### src/rtl/fifo_pkg.sv
// rtl/fifo_pkg.sv - shared widths, types and pointer decode for the input FIFO
package fifo_pkg;
  localparam int DATA_W = 32;
  localparam int DEPTH  = 8;
  localparam int ADDR_W = 3;
  localparam int CNT_W  = 4;

  typedef logic [DATA_W-1:0] data_t;
  typedef logic [ADDR_W-1:0] addr_t;
  typedef logic [CNT_W-1:0]  cnt_t;

  // One-hot slot select for a write pointer value.
  function automatic logic [DEPTH-1:0] addr_decode(input addr_t addr);
    logic [DEPTH-1:0] one;
    one = {{(DEPTH-1){1'b0}}, 1'b1};
    return one << addr;
  endfunction
endpackage

### src/rtl/register32_r_en.sv
// rtl/register32_r_en.sv - 32-bit storage register with load enable and async reset
module register32_r_en
  import fifo_pkg::*;
(
  input  logic              clk,
  input  logic              rst,
  input  logic              en,
  input  logic [DATA_W-1:0] d,
  output logic [DATA_W-1:0] q
);
  data_t data_q;
  data_t data_d;

  always_comb begin
    data_d = data_q;
    if (en) data_d = d;
  end

  always_ff @(posedge clk or posedge rst) begin
    if (rst) data_q <= '0;
    else     data_q <= data_d;
  end

  assign q = data_q;
endmodule

### src/rtl/fifo_in_write_operation_ctrl.sv
// rtl/fifo_in_write_operation_ctrl.sv - storage, pointers, count and status for the 8x32 input FIFO
module fifo_in_write_operation_ctrl #(
  parameter int DATA_W = 32,
  parameter int DEPTH  = 8
) (
  input  logic              clk,
  input  logic              reset,
  input  logic              wr_en,
  input  logic [DATA_W-1:0] din,
  input  logic              rd_en,
  output logic [DATA_W-1:0] to_reg0,
  output logic [DATA_W-1:0] to_reg1,
  output logic [DATA_W-1:0] to_reg2,
  output logic [DATA_W-1:0] to_reg3,
  output logic [DATA_W-1:0] to_reg4,
  output logic [DATA_W-1:0] to_reg5,
  output logic [DATA_W-1:0] to_reg6,
  output logic [DATA_W-1:0] to_reg7,
  output logic [2:0]        rd_addr,
  output logic [2:0]        wr_addr,
  output logic [3:0]        data_count,
  output logic              full,
  output logic              empty,
  output logic              wr_ack,
  output logic              wr_err,
  output logic              rd_ack,
  output logic              rd_err
);
  fifo_pkg::addr_t wr_addr_q, wr_addr_d;
  fifo_pkg::addr_t rd_addr_q, rd_addr_d;
  fifo_pkg::cnt_t  count_q, count_d;
  logic            wr_ack_q, wr_ack_d;
  logic            wr_err_q, wr_err_d;
  logic            rd_ack_q, rd_ack_d;
  logic            rd_err_q, rd_err_d;

  logic            full_w, empty_w;
  logic            push_ok, pop_ok;
  logic [7:0]      load_en;
  logic [DATA_W-1:0] slot_val [8];

  // Status comes straight from the registered count, so it reflects the start of the cycle.
  assign full_w  = (count_q == fifo_pkg::CNT_W'(DEPTH));
  assign empty_w = (count_q == '0);
  assign push_ok = wr_en && !full_w;
  assign pop_ok  = rd_en && !empty_w;
  assign load_en = push_ok ? fifo_pkg::addr_decode(wr_addr_q) : '0;

  always_comb begin
    wr_addr_d = wr_addr_q;
    rd_addr_d = rd_addr_q;
    count_d   = count_q;
    if (push_ok) wr_addr_d = wr_addr_q + 3'd1;
    if (pop_ok)  rd_addr_d = rd_addr_q + 3'd1;
    case ({push_ok, pop_ok})
      2'b10:   count_d = count_q + 4'd1;
      2'b01:   count_d = count_q - 4'd1;
      default: count_d = count_q;
    endcase
    wr_ack_d = push_ok;
    wr_err_d = wr_en && full_w;
    rd_ack_d = pop_ok;
    rd_err_d = rd_en && empty_w;
  end

  always_ff @(posedge clk or posedge reset) begin
    if (reset) begin
      wr_addr_q <= '0;
      rd_addr_q <= '0;
      count_q   <= '0;
      wr_ack_q  <= 1'b0;
      wr_err_q  <= 1'b0;
      rd_ack_q  <= 1'b0;
      rd_err_q  <= 1'b0;
    end else begin
      wr_addr_q <= wr_addr_d;
      rd_addr_q <= rd_addr_d;
      count_q   <= count_d;
      wr_ack_q  <= wr_ack_d;
      wr_err_q  <= wr_err_d;
      rd_ack_q  <= rd_ack_d;
      rd_err_q  <= rd_err_d;
    end
  end

  for (genvar i = 0; i < 8; i++) begin : g_slot
    register32_r_en u_reg (
      .clk (clk),
      .rst (reset),
      .en  (load_en[i]),
      .d   (din),
      .q   (slot_val[i])
    );
  end

  assign to_reg0    = slot_val[0];
  assign to_reg1    = slot_val[1];
  assign to_reg2    = slot_val[2];
  assign to_reg3    = slot_val[3];
  assign to_reg4    = slot_val[4];
  assign to_reg5    = slot_val[5];
  assign to_reg6    = slot_val[6];
  assign to_reg7    = slot_val[7];
  assign rd_addr    = rd_addr_q;
  assign wr_addr    = wr_addr_q;
  assign data_count = count_q;
  assign full       = full_w;
  assign empty      = empty_w;
  assign wr_ack     = wr_ack_q;
  assign wr_err     = wr_err_q;
  assign rd_ack     = rd_ack_q;
  assign rd_err     = rd_err_q;
endmodule

### config.mk
export PLATFORM = sky130hd
export DESIGN_NAME = fifo_in_write_operation_ctrl
export DESIGN_NICKNAME = d
export VERILOG_FILES = /design/src/rtl/fifo_pkg.sv /design/src/rtl/register32_r_en.sv /design/src/rtl/fifo_in_write_operation_ctrl.sv
export SDC_FILE = /design/constraint.sdc
export NUM_CORES = 1
export LEC_CHECK = 0
export BUFFER_PORTS_ARGS = -buffer_cell sky130_fd_sc_hd__buf_2
export CORE_MARGIN = 5
export CORE_UTILIZATION = 40
export CTS_BUF_LIST = sky130_fd_sc_hd__clkbuf_8
export DETAILED_ROUTE_END_ITERATION = 16
export PLACE_DENSITY = 0.67
export SLEW_MARGIN = 20
export SYNTH_ARGS = -nofsm -noshare
export SYNTH_HDL_FRONTEND = slang
export SYNTH_SLANG_ARGS = --single-unit
### constraint.sdc
create_clock -name clk -period 8.5 [get_ports clk]
set_input_delay 0.85 -clock clk [delete_from_list [all_inputs] [get_ports clk]]
set_output_delay 0.85 -clock clk [all_outputs]
set_load 0.01 [all_outputs]
==> flow_metrics.py <==
metrics = {
    "timing": {
        "hold_viol_final": 0,
        "setup-tns-final_ns": 0,
        "drv_slew": 0,
        "slew_headroom": 0.328,
        "rsz0062_at_grt": "false",
        "fin_crit_sh": 0.291,
        "period_needed_ns": 2.48,
        "max_freq_ghz": 0.404,
        "setup_viol": 0,
        "tightest_slew_ns": 1.00,
        "skew_ns": 0.00998,
        "worst_slack_ns": 6.02,
    },
    "drt": {
        "routed_wl_mm": 25.0,
        "first_pass_iters": 4,
        "drt_iter0_markers": 250,
        "vias_per_cell": 4.87,
        "drtAntennaViolNets": 0,
        "drc": 0,
        "num_vias": 6331,
        "wl_per_cell_um": 19.2,
    },
    "place": {
        "pre_cts_ws_ns": 5.69,
        "dpl-instance-area_um2": 12100,
        "placed_cells": 1223,
        "gp_congestion": 0.718,
        "portBuffers": 307,
        "dp_hpwl_mm": 16.4,
    },
    "yosys": {
        "synth-seq-cells": 270,
        "synth.largest_area_cell": "dfrtp_1",
        "syn_inst": 604,
        "yosysUniqueCellTypes": 26,
        "syn_nets": 650,
        "ys_seq_area_frac": 0.651,
        "synth_area_um2": 10400,
        "synth.area.top_cells": "dfrtp_1, mux2_2, buf_6, ha_1, mux2_1",
        "avgSynthCellArea_um2": 17.2,
        "yosysWarnings": 0,
        "synth_top_area_frac": 0.651,
    },
    "floorplanning": {
        "die_area_um2": 29200,
        "core-area_um2": 25800,
        "ioPinCount": 308,
        "die_h_um": 171,
        "start_util": 0.403,
        "die_w_um": 171,
        "rows": 59,
    },
    "layout": {
        "num-fill-cells": 2261,
        "final_cell_mix": "buf_2, dfrtp_1, mux2_2, clkbuf_8, inv_1",
        "register_area_um2": 6760,
        "finalCoreUtilization": 0.504,
        "final_nets": 981,
        "post_route_cells_drive_above_1_share": 0.650,
        "final_common_cell": "buf_2",
        "diodes": 0,
        "stdcell_count": 1301,
        "area_delta_synth_final_pct": 25.1,
        "stdcell_area_um2": 13000,
        "multiInputGateArea_um2": 3350,
    },
    "worst_setup_path": {
        "worst_r2r_startpoint": "data_count[1]",
        "endpoint_kind": "primary output",
        "r2r_slack_ns": 6.08,
        "crit_path_max_incr_delay_ns": 0.49,
        "cp.required_ns": 7.65,
        "critPathLaunch": "data_count[1]",
        "critPathArrivalTime_ns": 1.63,
        "path_cells": "nor4_1 -> buf_2",
        "crit_slowest_cell": "dfrtp_1",
        "startpoint_type": "flip-flop",
        "timing.critical_path.fanout_max": 9,
        "worst-setup-path-type": "flip-flop to primary output",
    },
    "cts": {
        "cts.sink_count": 270,
        "htree_levels": 2,
        "root_buffer": "clkbuf_8",
        "clockBufferDepth": 3,
        "cts_buffers": 44,
        "clk_latency_ns": 0.53,
        "cts_setup_buffers": 0,
        "cts.hold.buffers_added": 0,
        "cts_tree": "built",
        "post_cts_resized": 0,
        "clkTransAtPathRegs_ns": 0.06,
    },
    "pwr": {
        "pwr_density_cell_nw_per_um2": 416,
        "ir_drop_uv": 181,
        "p_leak_nw": 6.45,
    },
    "hold_path": {
        "hold_class": "flip-flop to flip-flop",
        "hp-start": "g_slot[7].u_reg.q[31]",
    },
    "job": {
        "maxCapViolations": 0,
    },
    "global_route": {
        "grt_remaining_overflow": 0,
        "grt_util_all_layers": 0.168,
        "first_global_vias": 6774,
        "grt_pass1_wl_mm": 39.0,
        "grt_antenna_before_repair": 0,
        "grt_max_degree": 143,
    },
    "outcome": {
        "status": "completed",
    },
}
[metrics by stage]
stage               total power, mW  hold WS, ns
floorplan                      3.45        0.507
global placement               4.32        0.469
detailed placement             4.38        0.476
CTS                            5.48        0.489
finish                         5.39        0.485
global route                   5.76        0.505
[area by class of cell]
cell class	instances	area share
flip-flops and latches	270	0.521
clock inverters	26	0.0108
multi-input cells	304	0.258
inverters	5	0.00241
repair buffers	310	0.122
well taps	335	0.0323
clock buffers	51	0.0541
[Yosys cell counts]
master and count:
and2_1 2, nand2_4 2, nand2_1 6, nand2b_4 1
nor2_1 1, mux2_2 249, nor4b_4 1, nor2b_1 1
buf_6 15, xor2_1 5, dfrtp_1 270, mux2i_1 1
o21ai_0 3, ha_1 10, buf_8 1, inv_6 1
mux2_1 9, inv_1 4, nand3b_1 1, nor4_1 1
nor4bb_1 2, a21oi_1 2, xnor2_1 3, buf_4 9
nor3b_2 1, nand3_4 3
[routing by layer]
metal / track usage / wire length [um] / up-vias
li1: - / - / 2830
met1: 0.215 / 10300 / 3236
met2: 0.272 / 11800 / 225
met3: 0.0610 / 2290 / 40
met4: 0.0455 / 547 / 0
met5: 0 / 0 / -
[cells by family (layout without fill, tap and decap cells)]
kind of cell,count (synthesis),after routing,share of synthesized area
flops,270,270,0.651
mux,259,259,0.281
buf+inv,30,392,0.0265
simple gates,22,22,0.0197
fa+ha+maj,10,10,0.0121
xor+xnor,8,8,0.00676
compound gates,5,5,0.00241
[critical path, delay by kind of cell, from the launching register on]
| family | cells | cell delay, ns |
|---|---|---|
| buffers and inverters | 1 | 0.21 |
| and+or+nand+nor | 1 | 0.40 |
| DFF | 1 | 0.49 |
[where the power goes]
| part | internal (mW) | leakage, nW | total (mW) | switching [mW] |
|---|---|---|---|---|
| Combinational | 1.04 | 2.68 | 2.06 | 1.02 |
| Sequential | 1.93 | 3.25 | 2.26 | 0.333 |
| Clock | 0.577 | 0.510 | 1.07 | 0.490 |
| Total | 3.55 | 6.45 | 5.39 | 1.84 |
[sequential cells by signal (all words and copies together) (netlist names)]
register	count
data_count	4
g_slot.u_reg.q	256
rd_ack	1
rd_addr	3
rd_err	1
wr_ack	1
wr_addr	3
wr_err	1
[path summary, 6_finish.rpt]
check	end	cells after the start
setup / recovery	empty	2
max in group asynchronous	g_slot[3].u_reg.q[12]	4
hold reg to reg	g_slot[7].u_reg.q[31]	1
setup reg to reg	data_count[2]	9
min in group asynchronous	g_slot[4].u_reg.q[8]	2
hold / removal	g_slot[7].u_reg.q[31]	1
(Power assumes the default switching activity.)
